## src/rtl/wallace_acc_if.sv

```systemverilog
// Product stream in / dot-product result out bundle for wallace_acc.
// master drives products and takes results; slave is the accumulator.
interface wallace_acc_if #(
    parameter int unsigned ACC_W = 40,
    parameter int unsigned CNT_W = 8
);
    logic [31:0]      prod;
    logic             prod_valid;
    logic             prod_last;
    logic             prod_ready;
    logic [ACC_W-1:0] acc;
    logic [CNT_W-1:0] acc_count;
    logic             acc_ovf;
    logic             acc_valid;
    logic             acc_ready;

    modport master (
        output prod, prod_valid, prod_last, acc_ready,
        input  prod_ready, acc, acc_count, acc_ovf, acc_valid
    );

    modport slave (
        input  prod, prod_valid, prod_last, acc_ready,
        output prod_ready, acc, acc_count, acc_ovf, acc_valid
    );
endinterface

```

## src/rtl/wallace_acc.sv

```systemverilog
// Streaming accumulator: sums prod_last-delimited vectors of 32-bit products
// and presents each finished sum on a registered valid/ready output.
module wallace_acc #(
    parameter int unsigned ACC_W = 40,
    parameter int unsigned CNT_W = 8
) (
    input  logic          clk,
    input  logic          rst,
    wallace_acc_if.slave  bus
);
    typedef enum logic {COLLECT, HOLD} state_t;

    state_t           state;
    logic [ACC_W-1:0] sum;
    logic [CNT_W-1:0] cnt;
    logic             ovf;

    logic [ACC_W-1:0] acc_r;
    logic [CNT_W-1:0] acc_count_r;
    logic             acc_ovf_r;
    logic             acc_valid_r;

    logic             accept;
    logic [ACC_W:0]   sum_ext;
    logic [ACC_W-1:0] sum_nxt;
    logic             carry;
    logic             cnt_sat;
    logic [CNT_W-1:0] cnt_nxt;
    logic             ovf_nxt;

    // Running sum is cleared on entry to HOLD, so a product accepted while
    // the old result retires naturally starts a fresh vector.
    always_comb begin
        bus.prod_ready = (state == COLLECT) || bus.acc_ready;
        accept         = bus.prod_valid && bus.prod_ready;
        sum_ext        = {1'b0, sum} + (ACC_W+1)'(bus.prod);
        sum_nxt        = sum_ext[ACC_W-1:0];
        carry          = sum_ext[ACC_W];
        cnt_sat        = &cnt;
        cnt_nxt        = cnt_sat ? cnt : cnt + 1'b1;
        ovf_nxt        = ovf || carry || cnt_sat;
    end

    always_ff @(posedge clk) begin
        if (rst) begin
            state       <= COLLECT;
            sum         <= '0;
            cnt         <= '0;
            ovf         <= 1'b0;
            acc_r       <= '0;
            acc_count_r <= '0;
            acc_ovf_r   <= 1'b0;
            acc_valid_r <= 1'b0;
        end else begin
            if (state == HOLD && bus.acc_ready) begin
                acc_valid_r <= 1'b0;
                state       <= COLLECT;
            end
            // A closing product overrides the retire above and re-enters HOLD.
            if (accept) begin
                if (bus.prod_last) begin
                    acc_r       <= sum_nxt;
                    acc_count_r <= cnt_nxt;
                    acc_ovf_r   <= ovf_nxt;
                    acc_valid_r <= 1'b1;
                    state       <= HOLD;
                    sum         <= '0;
                    cnt         <= '0;
                    ovf         <= 1'b0;
                end else begin
                    sum <= sum_nxt;
                    cnt <= cnt_nxt;
                    ovf <= ovf_nxt;
                end
            end
        end
    end

    assign bus.acc       = acc_r;
    assign bus.acc_count = acc_count_r;
    assign bus.acc_ovf   = acc_ovf_r;
    assign bus.acc_valid = acc_valid_r;
endmodule

```

## src/flat_wrapper.sv

```systemverilog
// flat-port wrapper written by rule: the top's interface ports become plain ports
module wallace_acc_flat 
#(
    parameter int unsigned ACC_W = 40,
    parameter int unsigned CNT_W = 8
)
  (clk, rst, bus_prod, bus_prod_valid, bus_prod_last, bus_acc_ready, bus_prod_ready, bus_acc, bus_acc_count, bus_acc_ovf, bus_acc_valid);
  wallace_acc_if #(.ACC_W(ACC_W), .CNT_W(CNT_W)) bus_i ();
  input  logic clk;
  input  logic rst;
  input wire logic [$bits(bus_i.prod)-1:0] bus_prod;
  input wire logic [$bits(bus_i.prod_valid)-1:0] bus_prod_valid;
  input wire logic [$bits(bus_i.prod_last)-1:0] bus_prod_last;
  input wire logic [$bits(bus_i.acc_ready)-1:0] bus_acc_ready;
  output wire logic [$bits(bus_i.prod_ready)-1:0] bus_prod_ready;
  output wire logic [$bits(bus_i.acc)-1:0] bus_acc;
  output wire logic [$bits(bus_i.acc_count)-1:0] bus_acc_count;
  output wire logic [$bits(bus_i.acc_ovf)-1:0] bus_acc_ovf;
  output wire logic [$bits(bus_i.acc_valid)-1:0] bus_acc_valid;
  assign bus_i.prod = bus_prod;
  assign bus_i.prod_valid = bus_prod_valid;
  assign bus_i.prod_last = bus_prod_last;
  assign bus_i.acc_ready = bus_acc_ready;
  assign bus_prod_ready = bus_i.prod_ready;
  assign bus_acc = bus_i.acc;
  assign bus_acc_count = bus_i.acc_count;
  assign bus_acc_ovf = bus_i.acc_ovf;
  assign bus_acc_valid = bus_i.acc_valid;
  wallace_acc #(.ACC_W(ACC_W), .CNT_W(CNT_W)) u_core (.clk(clk), .rst(rst), .bus(bus_i));
endmodule
```

## config.mk

```make
export PLATFORM = sky130hd
export DESIGN_NAME = wallace_acc_flat
export DESIGN_NICKNAME = d
export VERILOG_FILES = /design/src/rtl/wallace_acc_if.sv /design/src/rtl/wallace_acc.sv /design/src/flat_wrapper.sv
export SDC_FILE = /design/constraint.sdc
export NUM_CORES = 1
export LEC_CHECK = 0
export ABC_AREA = 1
export CAP_MARGIN = 5
export CORE_ASPECT_RATIO = 0.75
export CORE_MARGIN = 3
export CORE_UTILIZATION = 50
export DETAILED_ROUTE_END_ITERATION = 7
export GPL_TIMING_DRIVEN = 0
export PLACE_DENSITY = 0.74
export SYNTH_ARGS = -nofsm -noshare
export SYNTH_HDL_FRONTEND = slang
export SYNTH_SLANG_ARGS = --single-unit
```

## constraint.sdc

```tcl
create_clock -name clk -period 4.4 [get_ports clk]
set_clock_uncertainty 0.2 [all_clocks]
set_input_delay 0.44 -clock clk [delete_from_list [all_inputs] [get_ports clk]]
set_output_delay 0.44 -clock clk [all_outputs]
set_load 0.02 [all_outputs]
```

==> impl_metrics.py, run 1 <==
metrics = {
    "sta": {
        "slew_violations": 0,
        "fmax_mhz": 349,
        "finalHoldViolations": 0,
        "tns_ns": 0,
        "min_period_ns": 2.87,
        "slew_headroom_pct": 54.6,
        "fin_crit_sh_pct": 65.2,
        "setup_violations": 0,
        "worst_pin_slew_ns": 0.681,
        "rsz0062_at_grt": "no",
    },
    "yosys": {
        "synth_top_area_share_pct": 30.1,
        "synth_top_family_by_area": "simple AND/OR/NAND/NOR gates",
        "syn_avg_cell_area_um2": 6.25,
        "yosys-top-cells-area": "dfxtp_1 30%, nand2_1 21%, inv_1 9.9%",
        "ys_seq_area_share_pct": 30.1,
        "postSynthCellCount": 1063,
        "synthSimpleGateAreaFrac_pct": 32.7,
        "syn_area_um2": 6640,
        "synthFlopType": "dfxtp_1",
        "synth-adder-area-share_pct": 6.52,
        "syn_nets": 1134,
        "ys_ff_latch": 100,
        "synthXorXnorAreaFrac_pct": 3.56,
        "synthMuxAreaShare_pct": 0,
        "synth-edff-count": 0,
        "yosys_warnings": 0,
        "synth_compound_area_share_pct": 14.5,
        "synth_cell_types": 34,
        "yosys.area.top_type": "dfxtp_1",
        "synth-async-reset-ratio_pct": 0,
    },
    "global_routing": {
        "antenna_found_initial": 0,
        "grt_overflow": 0,
        "grt_max_degree": 20,
        "grt_usage_pct": 26.4,
        "grt_pass1_vias": 6052,
        "grt_pass1_wl_mm": 31.3,
    },
    "die": {
        "io_pins": 88,
        "fp-row-count": 35,
        "start_util_pct": 52.7,
        "fp.dieArea_um2": 14700,
        "dieWidth_um": 139,
        "coreArea_um2": 12600,
        "die_y_um": 106,
    },
    "clocking": {
        "cts_setup_buffers": 0,
        "cts_sinks": 100,
        "clockBufferDepth": 2,
        "clk_pin_slew_ns": 0.08,
        "h-tree-depth": 3,
        "insertion_delay_ns": 0.35,
        "root_buffer": "clkbuf_16",
        "holdBufCountCts": 0,
        "cts_tree": "built",
        "cts_buffers": 9,
        "post_cts_resized": 0,
    },
    "outcome": {
        "status": "completed",
    },
    "cells_and_area": {
        "final_nets": 1231,
        "multi_input_area_um2": 3810,
        "insertedDiodeCount": 0,
        "final_common_cell": "nand2_1",
        "layout.cells.most_common_list": "376 x nand2_1, 176 x inv_1, 100 x dfxtp_1",
        "final_cell_area_um2": 8000,
        "seqCellArea_um2": 2000,
        "drive_gt1_share_pct": 4.98,
        "fill_cells": 1246,
        "area_growth_pct": 20.5,
    },
    "pwr": {
        "leakagePower_nw": 4.09,
        "powerDensity_nw_per_um2": 297,
        "intPower_mw": 1.58,
        "p_sw_share_pct": 33.5,
        "p_sw_uw": 796,
        "vdd_drop_max_v": 0.000202,
        "clockPowerShare_pct": 34.3,
        "finalPower_mw": 2.37,
        "comb_power_share_pct": 24.3,
        "sequentialPowerShare_pct": 41.4,
    },
    "worst_setup_path": {
        "crit_type": "in2reg",
        "worstPathRequired_ns": 4.45,
        "worstPathArrival_ns": 2.92,
        "cp_slowest_stage_delay_ns": 0.48,
        "rrSetupSlack_ns": 1.78,
        "start_kind": "input port",
        "path_cells": "clkdlybuf4s50_1 -> ha_1 -> inv_1 -> fa_1 -> inv_1 -> nand3_1 -> nand2_2 -> nand2_1 -> nand2_1 -> nand2_1 -> nand3_2 -> nand2_1 -> nand2_1 -> nand2_1 -> nand2_1 -> nand2_1 -> nand2_1 -> inv_1",
        "cpMaxStageDelayCell": "clkdlybuf4s50_1",
        "path_common_cell": "nand2_1",
        "cp_max_fo": 4,
        "cp-end-kind": "flip-flop",
    },
    "placed_design": {
        "hpwl_mm": 15.2,
        "io_buffers": 86,
        "globalplace.congestion": 0.956,
        "placed_area_um2": 7710,
    },
    "drt": {
        "drt-initial-drc-count": 493,
        "routed_wl_mm": 19.3,
        "wire_per_inst_um": 14.5,
        "vias": 6705,
        "first_pass_iters": 5,
        "routed_via_density": 5.04,
        "drc": 0,
        "ant_nets": 0,
    },
    "hold_path": {
        "hp-class": "reg2reg",
    },
    "job": {
        "cap_violations": 0,
    },
}
-- state kept, by name (all words and copies together), names as in the netlist --
register	flops
u_core.bus.acc	40
u_core.sum	40
u_core.bus.acc_count	8
u_core.cnt	8
u_core.bus.acc_ovf	1
u_core.bus.acc_valid	1
u_core.ovf	1
u_core.state	1
-- per-stage QoR --
stage	worst slack (ns)	hold slack (ns)	instances	util [%]
after global placement	1.24	0.256	1315	61.1
after global routing	1.40	0.288	1331	63.5
after CTS	1.57	0.271	1331	63.5
after detailed placement	1.21	0.259	1315	61.1
final	1.53	0.271	1331	63.5
after floorplan	2.17	0.248	1063	-
-- cells by family (layout without fill, tap and decap cells) --
kind of cell               count (synthesis)  in the layout
DFF                                      100            100
adders and majority gates                 34             34
and+or+nand+nor                          528            528
xor gates and xnor gates                  27             27
AOI/OAI and AO/OA                        166            166
buffers and inverters                    208            310
-- power groups by stage --
stage / Sequential (mW) / Clock (mW) / Combinational [mW]
2_1_floorplan: 1.04 / 0 / 0.327
3_3_place_gp: 1.00 / 0 / 0.564
3_5_place_dp: 1.00 / 0 / 0.569
4_1_cts: 0.984 / 0.823 / 0.573
5_1_grt: 0.991 / 0.857 / 0.636
6_report: 0.984 / 0.814 / 0.577
-- cell type report --
cell class,instances,share of cell area [%]
repair buffers,86,10.8
clock inverters,7,0.844
inverters,177,8.30
plain buffers,31,2.11
clock buffers,9,2.81
multi-input cells,755,47.6
well taps,166,2.60
flip-flops and latches,100,25.0
-- critical path: cells and delay by family --
| kind | cells | cell delay, ns |
|---|---|---|
| adders and majority gates | 2 | 0.62 |
| and+or+nand+nor | 12 | 1.16 |
| buffers and inverters | 4 | 0.69 |
-- path summary, 6_finish.rpt --
kind / startpoint / to / cells past startpoint
hold / removal: u_core.sum[0] / u_core.sum[0] / 2
setup / recovery: bus_prod[0] / u_core.bus.acc[30] / 18
setup reg to reg: u_core.sum[0] / u_core.bus.acc[30] / 17
hold reg to reg: u_core.sum[0] / u_core.sum[0] / 2
-- Yosys cell counts, types with 3 or more instances --
master	number
nor2_2	4
buf_2	10
nor3_1	6
nand3_2	7
a21oi_1	72
nand4_1	5
o21ai_0	40
nand2_2	12
nor2_1	65
xor2_1	18
ha_1	33
inv_1	176
o21bai_1	25
dfxtp_1	100
nand3_1	46
o21a_1	19
a31oi_1	3
clkbuf_8	3
nand2_1	376
xnor2_1	9
clkbuf_1	16
-- routing by layer --
| metal | global-route usage, % | vias up | part of all wire (%) |
|---|---|---|---|
| li1 | - | 3493 | - |
| met1 | 41.2 | 2974 | 52 |
| met2 | 37.7 | 223 | 39 |
| met3 | 4.54 | 15 | 7.5 |
| met4 | 5.10 | 0 | 0.89 |
| met5 | 0 | - | 0 |
Note: power is estimated with default switching activity, not from simulation.
==> inputs of run 2 (changes only) <==
- PLACE_DENSITY: 0.74 -> 0.76
- clock period: 4.4 -> 2.3 ns (I/O delays scaled with it)
==> impl_metrics.py, run 2 (same netlist as run 1, synthesis figures left out) <==
metrics = {
    "die": {
        "io_pins": 88,
        "die_y_um": 106,
        "fp.dieArea_um2": 14700,
        "start_util_pct": 52.7,
        "coreArea_um2": 12600,
        "fp-row-count": 35,
        "dieWidth_um": 139,
    },
    "sta": {
        "finalHoldViolations": 0,
        "slew_violations": 0,
        "rsz0062_at_grt": "yes",
        "tns_ns": 0,
        "setup_violations": 0,
        "fmax_mhz": 444,
        "worst_pin_slew_ns": 0.716,
        "slew_headroom_pct": 52.3,
        "min_period_ns": 2.25,
        "fin_crit_sh_pct": 97.8,
    },
    "worst_setup_path": {
        "crit_cells": 12,
        "cp_top_family": "adder cells",
        "cpMaxStageDelayCell": "dfxtp_4",
        "cp-end-kind": "flip-flop",
        "start_kind": "flip-flop",
        "crit_type": "reg2reg",
        "timing.rr.start": "u_core.sum[0]",
        "startpoint": "u_core.sum[0]",
        "cp_max_fo": 4,
        "path_common_cell": "nand2_4",
        "path_cells": "ha_4 -> inv_2 -> fa_2 -> inv_2 -> nand3_2 -> nand2_4 -> nand2_4 -> nand2_4 -> a21oi_1 -> xnor2_2 -> nand2_1 -> a21oi_1",
        "worstPathRequired_ns": 2.39,
        "cp.buffers_inverters": 2,
        "worstPathArrival_ns": 2.34,
        "cp_slowest_stage_delay_ns": 0.37,
        "reg2regPathDepth": 12,
    },
    "clocking": {
        "holdBufCountCts": 0,
        "cts_sinks": 100,
        "cts_buffers": 9,
        "cts_tree": "built",
        "h-tree-depth": 3,
        "clk_pin_slew_ns": 0.08,
        "insertion_delay_ns": 0.36,
        "clockBufferDepth": 2,
        "root_buffer": "clkbuf_16",
    },
    "global_routing": {
        "grt_max_degree": 19,
        "grt_pass1_vias": 6103,
        "antenna_found_initial": 0,
        "grt_pass1_wl_mm": 31.1,
        "grt_usage_pct": 26.2,
        "grt_overflow": 0,
    },
    "cells_and_area": {
        "insertedDiodeCount": 0,
        "area_growth_pct": 29.4,
        "seqCellArea_um2": 2010,
        "final_cell_area_um2": 8590,
        "final_common_cell": "nand2_1",
        "finalCoreUtilization_pct": 68.1,
        "layout.cells.most_common_list": "344 x nand2_1, 174 x inv_1, 99 x dfxtp_1",
        "drive_gt1_share_pct": 12.9,
        "final_nets": 1241,
        "multi_input_area_um2": 4310,
        "fill_cells": 1147,
    },
    "placed_design": {
        "placed_area_um2": 7710,
        "io_buffers": 86,
        "hpwl_mm": 15.0,
        "globalplace.congestion": 0.951,
    },
    "drt": {
        "ant_nets": 0,
        "routed_wl_mm": 20.5,
        "drc": 0,
        "first_pass_iters": 5,
        "wire_per_inst_um": 15.3,
        "routed_via_density": 5.17,
        "vias": 6930,
        "drt-initial-drc-count": 588,
    },
    "pwr": {
        "leakagePower_nw": 4.26,
        "powerDensity_nw_per_um2": 544,
        "vdd_drop_max_v": 0.000424,
        "finalPower_mw": 4.68,
    },
    "hold_path": {
        "holdPathStages": 3,
        "hold_start": "rst",
        "hp-class": "in2reg",
    },
    "outcome": {
        "status": "completed",
    },
    "job": {
        "cap_violations": 0,
    },
}
run 2: cell types whose count changed in the layout (fill, tap and decap cells not counted), moves of 3 or more:
cell and change:
nand2_1 -32, buf_4 +9, nand3_1 -4, a21oi_2 +9
nor2_2 +8, nand3_4 +3, a21oi_1 -11, ha_2 +4
nand2_2 +21, ha_1 -19, nand2_4 +10, ha_4 +15
nor2_1 -10
run 2: final timing paths:
kind / slack (ns) / endpoint
max: 0.05 / u_core.sum[12]
min: 0.24 / u_core.sum[2]
max reg2reg: 0.05 / u_core.sum[12]
min reg2reg: 0.27 / u_core.sum[13]
run 2: through the flow:
stage                     std cells  setup slack, ns  hold slack [ns]
final                          1341           0.0495            0.243
after global routing           1341          -0.0939            0.266
after CTS                      1336           0.0118            0.233
after detailed placement       1315           -0.617            0.261
after global placement         1315           -0.591            0.255
after floorplan                1063            0.193            0.212
run 2: worst min-delay path, stage by stage:
cell and delay (ns):
clkbuf_8 0.13, clkbuf_1 0.24, nor2_1 0.15
run 2: report_power, final:
| part | internal [mW] | switching (mW) |
|---|---|---|
| Sequential | 1.83 | 0.0630 |
| Combinational | 0.501 | 0.748 |
| Clock | 0.757 | 0.781 |
| Total | 3.09 | 1.59 |
run 2: final cells by class:
type	instances	area share (%)
repair buffers	96	11.1
multi-input cells	755	50.2
well taps	166	2.42
plain buffers	31	1.98
flip-flops and latches	100	23.3
clock buffers	10	2.66
clock inverters	6	0.641
inverters	177	7.73
run 2: what timing repair did:
item	4_1_cts	5_1_grt
buffers inserted	5	5
gates resized for setup	13	104
cloned	0	0
pin swaps	4	23
setup endpoints to repair	28	56
run 2: per-layer routing:
layer / vias up / share of wire [%] / global-route usage (%)
met5: - / 0 / 0
met4: 0 / 1.1 / 4.89
met3: 20 / 7.9 / 4.35
met2: 280 / 43 / 38.3
met1: 3118 / 48 / 40.4
li1: 3512 / - / -
==> inputs of run 3 (changes only) <==
- CORE_MARGIN: 3 -> 4
==> impl_metrics.py, run 3 (same netlist as run 1, synthesis figures left out) <==
metrics = {
    "placed_design": {
        "placed_area_um2": 7720,
        "globalplace.congestion": 0.924,
        "io_buffers": 86,
        "dp.cells": 1320,
        "hpwl_mm": 15.2,
    },
    "outcome": {
        "status": "completed",
    },
    "global_routing": {
        "grt_max_degree": 18,
        "grt_pass1_wl_mm": 31.5,
        "grt_pass1_vias": 6247,
        "grt_overflow": 0,
        "antenna_found_initial": 0,
        "grt_usage_pct": 25.8,
    },
    "die": {
        "coreArea_um2": 13000,
        "die_y_um": 108,
        "fp.dieArea_um2": 15200,
        "start_util_pct": 51.0,
        "fp-row-count": 36,
        "io_pins": 88,
        "dieWidth_um": 141,
    },
    "worst_setup_path": {
        "worstPathArrival_ns": 2.28,
        "start_kind": "flip-flop",
        "cp_max_fo": 4,
        "worstPathRequired_ns": 2.36,
        "cp-end-kind": "flip-flop",
        "crit_type": "reg2reg",
    },
    "cells_and_area": {
        "area_growth_pct": 29.2,
        "insertedDiodeCount": 0,
        "layout.cells.non_filler": 1347,
        "final_common_cell": "nand2_1",
        "fill_cells": 1218,
        "final_nets": 1243,
        "drive_gt1_share_pct": 12.7,
        "finalCoreUtilization_pct": 65.9,
        "layout.cells.most_common_list": "349 x nand2_1, 174 x inv_1, 98 x dfxtp_1",
        "final_cell_area_um2": 8580,
    },
    "sta": {
        "fmax_mhz": 450,
        "setup_violations": 0,
        "rsz0062_at_grt": "yes",
        "slew_violations": 0,
        "worst_pin_slew_ns": 0.677,
        "min_period_ns": 2.22,
        "finalHoldViolations": 0,
        "slew_headroom_pct": 54.9,
        "fin_crit_sh_pct": 96.6,
        "tns_ns": 0,
    },
    "pwr": {
        "vdd_drop_max_v": 0.000466,
        "leakagePower_nw": 4.24,
        "finalPower_mw": 4.78,
        "powerDensity_nw_per_um2": 557,
        "p_sw_share_pct": 32.8,
        "intPower_mw": 3.21,
        "sequentialPowerShare_pct": 39.5,
        "clockPowerShare_pct": 34.6,
        "comb_power_share_pct": 25.9,
        "p_sw_mw": 1.57,
    },
    "clocking": {
        "clk_pin_slew_ns": 0.08,
        "clockBufferDepth": 2,
        "cts_tree": "built",
        "h-tree-depth": 3,
        "cts_buffers": 9,
        "root_buffer": "clkbuf_16",
        "cts_sinks": 100,
        "holdBufCountCts": 0,
        "insertion_delay_ns": 0.36,
    },
    "drt": {
        "drc": 0,
        "routed_via_density": 5.11,
        "first_pass_iters": 5,
        "wire_per_inst_um": 14.9,
        "drt-initial-drc-count": 437,
        "vias": 6887,
        "routed_wl_mm": 20.0,
        "ant_nets": 0,
    },
    "job": {
        "cap_violations": 0,
    },
    "hold_path": {
        "hp-class": "in2reg",
    },
}
==> run 3: power by group through the flow <==
stage / clock network, mW / logic [mW] / registers, mW
finish: 1.66 / 1.24 / 1.89
global route: 1.72 / 1.35 / 1.90
CTS: 1.66 / 1.11 / 1.88
detailed placement: 0 / 1.09 / 1.92
global placement: 0 / 1.08 / 1.92
floorplan: 0 / 0.626 / 1.99
==> run 3: per-stage QoR <==
stage                     hold slack [ns]  setup WS, ns
after global placement              0.255        -0.614
final                               0.224        0.0783
after detailed placement            0.261        -0.618
after CTS                           0.220        0.0119
after global routing                0.258       -0.0387
after floorplan                     0.212         0.193
==> run 3: critical path: stages, from the launching register on <==
cell and delay (ns):
dfxtp_2 0.35, ha_4 0.14, inv_2 0.03, fa_2 0.34, inv_2 0.08, nand3_2 0.08, nand2_4 0.10, buf_6 0.09
nand4_1 0.13, nand3_4 0.14, nand2_2 0.07, nand2_1 0.06, nand2_1 0.06, nand2_1 0.08, nand2_1 0.06, nand2_1 0.07
inv_1 0.03
==> run 3: cell type report <==
| cell class | instances | area [um^2] | share of cell area (%) |
|---|---|---|---|
| Sequential cell | 100 | 2000 | 23.4 |
| Inverter | 177 | 664 | 7.74 |
| Clock buffer | 10 | 239 | 2.78 |
| Tap cell | 171 | 214 | 2.49 |
| Buffer | 31 | 169 | 1.97 |
| Timing Repair Buffer | 98 | 956 | 11.1 |
| Multi-Input combinational cell | 755 | 4270 | 49.7 |
| Clock inverter | 5 | 67.6 | 0.787 |
==> run 3: routing by layer <==
metal	wire length, um	track usage [%]	vias up
met3	1580	4.35	20
met2	8210	37.3	229
met4	286	6.09	0
met1	9950	39.6	3134
li1	-	-	3504
met5	0	0	-
==> run 3: timing repair <==
item                                    CTS  global route
resized for setup                        12            92
endpoints found under the hold margin     0             0
pin swaps                                 6            15
endpoints found under the setup margin   26            51
setup buffers                             6             6
==> run 3: worst paths after layout <==
kind | from | endpoint | slack, ns | cells past startpoint
min reg2reg | u_core.sum[6] | u_core.sum[6] | 0.27 | 2
max reg2reg | u_core.sum[0] | u_core.bus.acc[36] | 0.08 | 16
min | rst | u_core.sum[2] | 0.22 | 3
max | u_core.sum[0] | u_core.bus.acc[36] | 0.08 | 16
==> RTL edit, RTL diff (flow settings as in run 3) <==
`CNT_W` is set to 8 in 3 places; all go to 6.
--- a/src/rtl/wallace_acc_if.sv
+++ b/src/rtl/wallace_acc_if.sv
@@ -4,3 +4,3 @@
     parameter int unsigned ACC_W = 40,
-    parameter int unsigned CNT_W = 8
+    parameter int unsigned CNT_W = 6
 );
--- a/src/rtl/wallace_acc.sv
+++ b/src/rtl/wallace_acc.sv
@@ -4,3 +4,3 @@
     parameter int unsigned ACC_W = 40,
-    parameter int unsigned CNT_W = 8
+    parameter int unsigned CNT_W = 6
 ) (
--- a/src/flat_wrapper.sv
+++ b/src/flat_wrapper.sv
@@ -4,3 +4,3 @@
     parameter int unsigned ACC_W = 40,
-    parameter int unsigned CNT_W = 8
+    parameter int unsigned CNT_W = 6
 )
Interface: changed (resized bus_acc_count); port bits go from 88 to 86. The function was not compared with the original's and may differ.
==> RTL edit against run 3 <==
Via count decreased by 1.0%. Setup slack got worse by 0.018 ns. Die area decreased by 2.7%. Area after synthesis decreased by 2.9%. Utilization increased by 0.81 points. Highest routed layer unchanged. Power decreased by 5.0%. Design area decreased by 3.3%. Sequential cell count decreased by 4. Wire length decreased by 0.47%.
==> RTL edit: results (changes against run 3) <==
| Metric | Value |
|---|---|
| Status | `finished, final reports clean` |
| Reg2Reg Depth | `13 (-3)` |
| R2r setup slk | `0.07 ns` |
| Hold path depth | `4 (+1)` |
| Multi-In Gates | `744 (-1.5%)` |
| Synth cell types | `30 (-12%)` |
| Ranking of synthesized cells by area | `dfxtp_1 30%, nand2_1 22%, inv_1 10%, ha_1 6.4%, a21oi_1 5.7%` |
| Crit-path max cell delay | `0.47 ns (+0.12 ns)` |
| Peak VDD IR | `0.394 mV (-16%)` |
| First-pass GRT wire length | `30.6 mm (-3.0%)` |
| Asr flop ratio synth | `0 (unchanged)` |
| TritonCTS buffer count | `9 (unchanged)` |
| Area of the multi-input gates | `4150 um2 (-2.8%)` |
| Clock-cell share of area | `0.0347 (-0.00105)` |
| DR WL/cell | `15.0 um (+1.0%)` |
| F_max | `447 MHz (-0.79%)` |
| Slowest-stage cell, CP | `clkdlybuf4s50_1` |
| Filler cells | `1160 (-4.8%)` |
| DP Wirelength | `14.8 mm (-3.1%)` |
| Clock root cell | `clkbuf_16` |
| WS Path Type | `input pin to register` |
| Min Hold Slack | `0.239 ns (+0.0150 ns)` |
| Vias in the first global route | `6053 (-3.1%)` |
| Cells after Synth | `1049 (-1.3%)` |
| Placed Instances | `1300 (-1.5%)` |
| Via density | `5.14 (+0.46%)` |
| Pre-CTS setup slack | `-0.601 ns (+0.0172 ns)` |
| I/O Buffers | `85 (-1.2%)` |
| DRT Wirelength | `19.9 mm (-0.47%)` |
| Highest net fanout along the worst path | `4 (unchanged)` |
| RR Endpoint | `u_core.bus.acc[28]` |
| Syn nets | `1120 (-1.2%)` |
| Non-clk buf share | `0.128 (-0.00354)` |
| Seq_cells | `96 (-4.0%)` |
| Hold wc startpoint | `bus_prod[0]` |
| Non-clock buffer count | `125 (-3.1%)` |
| Antenna cells | `0 (unchanged)` |
| Pleak | `4.06 nW (-4.3%)` |
| Layout cells sized above 1 | `0.119 (-0.00784)` |
| Number of synthesis warnings | `0 (unchanged)` |
| TritonRoute pass-1 iters | `6 (+1)` |
| Commonest cells in the netlist | `374 x nand2_1, 179 x inv_1, 96 x dfxtp_1` |
| Iteration-0 DRC Markers | `561 (+28%)` |
| Routability Congestion | `0.951 (+2.9%)` |
| Global Route Usage Sum | `0.255 (-0.00333)` |
| Fraction of area in multi-input gates | `0.500 (+0.00240)` |
| Hold EP | `u_core.bus.acc[0]` |
| Worst EP arrival | `2.30 ns (+0.02 ns)` |
| Reg clk slew, reported paths | `0.07 ns` |
| Nets | `1227 (-1.3%)` |
| Worst Setup SP | `bus_prod[19]` |
| Clock buffer count | `11 (+1)` |
| Post-synthesis sequential area ratio | `0.298 (-0.00335)` |
| Sequential standard cell area | `1920 um2 (-4.1%)` |
| Launching point of the worst reg2reg path | `u_core.sum[19]` |
| Post-Place Cell Area | `7510 um2 (-2.7%)` |
| Inverters, non-clock | `180 (+1.7%)` |
| Slew margin rel. | `0.541 (-0.00755)` |
-- RTL edit: changes by cell type after synthesis, moves of 2 or more --
cell / delta
dfxtp_1: -4
nand3_1: -4
clkbuf_8: -3
inv_1: +3
nor2_1: +3
xor2_1: -3
a21oi_2: -2
buf_2: +2
dlygate4sd1_1: -2
nand2_1: -2
nor2_4: +2
o21a_1: -2
xnor2_1: -2
-- RTL edit: worst max-delay path, delay by kind of cell --
family / cells / cell delay [ns]
AO/OA/AOI/OAI: 1 / 0.19
adder cells (fa/ha/maj): 1 / 0.31
AND/OR/NAND/NOR: 8 / 0.93
buffers and inverters: 4 / 0.63
-- RTL edit: timing repair --
action | CTS | global route
endpoints found under the setup margin | 26 | 51
pin swaps | 6 | 18
endpoints found under the hold margin | 0 | 0
gates resized for setup | 10 | 81
setup buffers | 6 | 6
-- RTL edit: kinds of logic after synthesis --
family,count (synthesis),synth area share
xor gates and xnor gates,22,0.0299
AOI/OAI and AO/OA,162,0.144
and+or+nand+nor,526,0.337
buffers and inverters,209,0.124
adders and majority gates,34,0.0671
DFF,96,0.298
-- RTL edit: where the power goes --
part,internal [mW],total (mW),switching (mW)
combinational,0.485,1.20,0.720
clock,0.785,1.52,0.735
sequential,1.76,1.82,0.0630
total,3.03,4.54,1.52
-- RTL edit: per-layer routing --
layer	wire length, um	up-vias	track usage	part of all wire
met5	0	-	0	0
met4	207	0	0.0454	0.010
met3	1740	20	0.0531	0.087
met2	8060	287	0.368	0.40
met1	9930	3060	0.392	0.50
li1	-	3449	-	-
-- RTL edit: per-stage QoR --
| stage | total power [mW] | setup TNS (ns) |
|---|---|---|
| after floorplan | 2.53 | 0 |
| after global placement | 2.91 | -19.37 |
| final | 4.54 | 0 |
| after CTS | 4.43 | 0 |
| after global routing | 4.74 | -0.377 |
| after detailed placement | 2.91 | -21.01 |
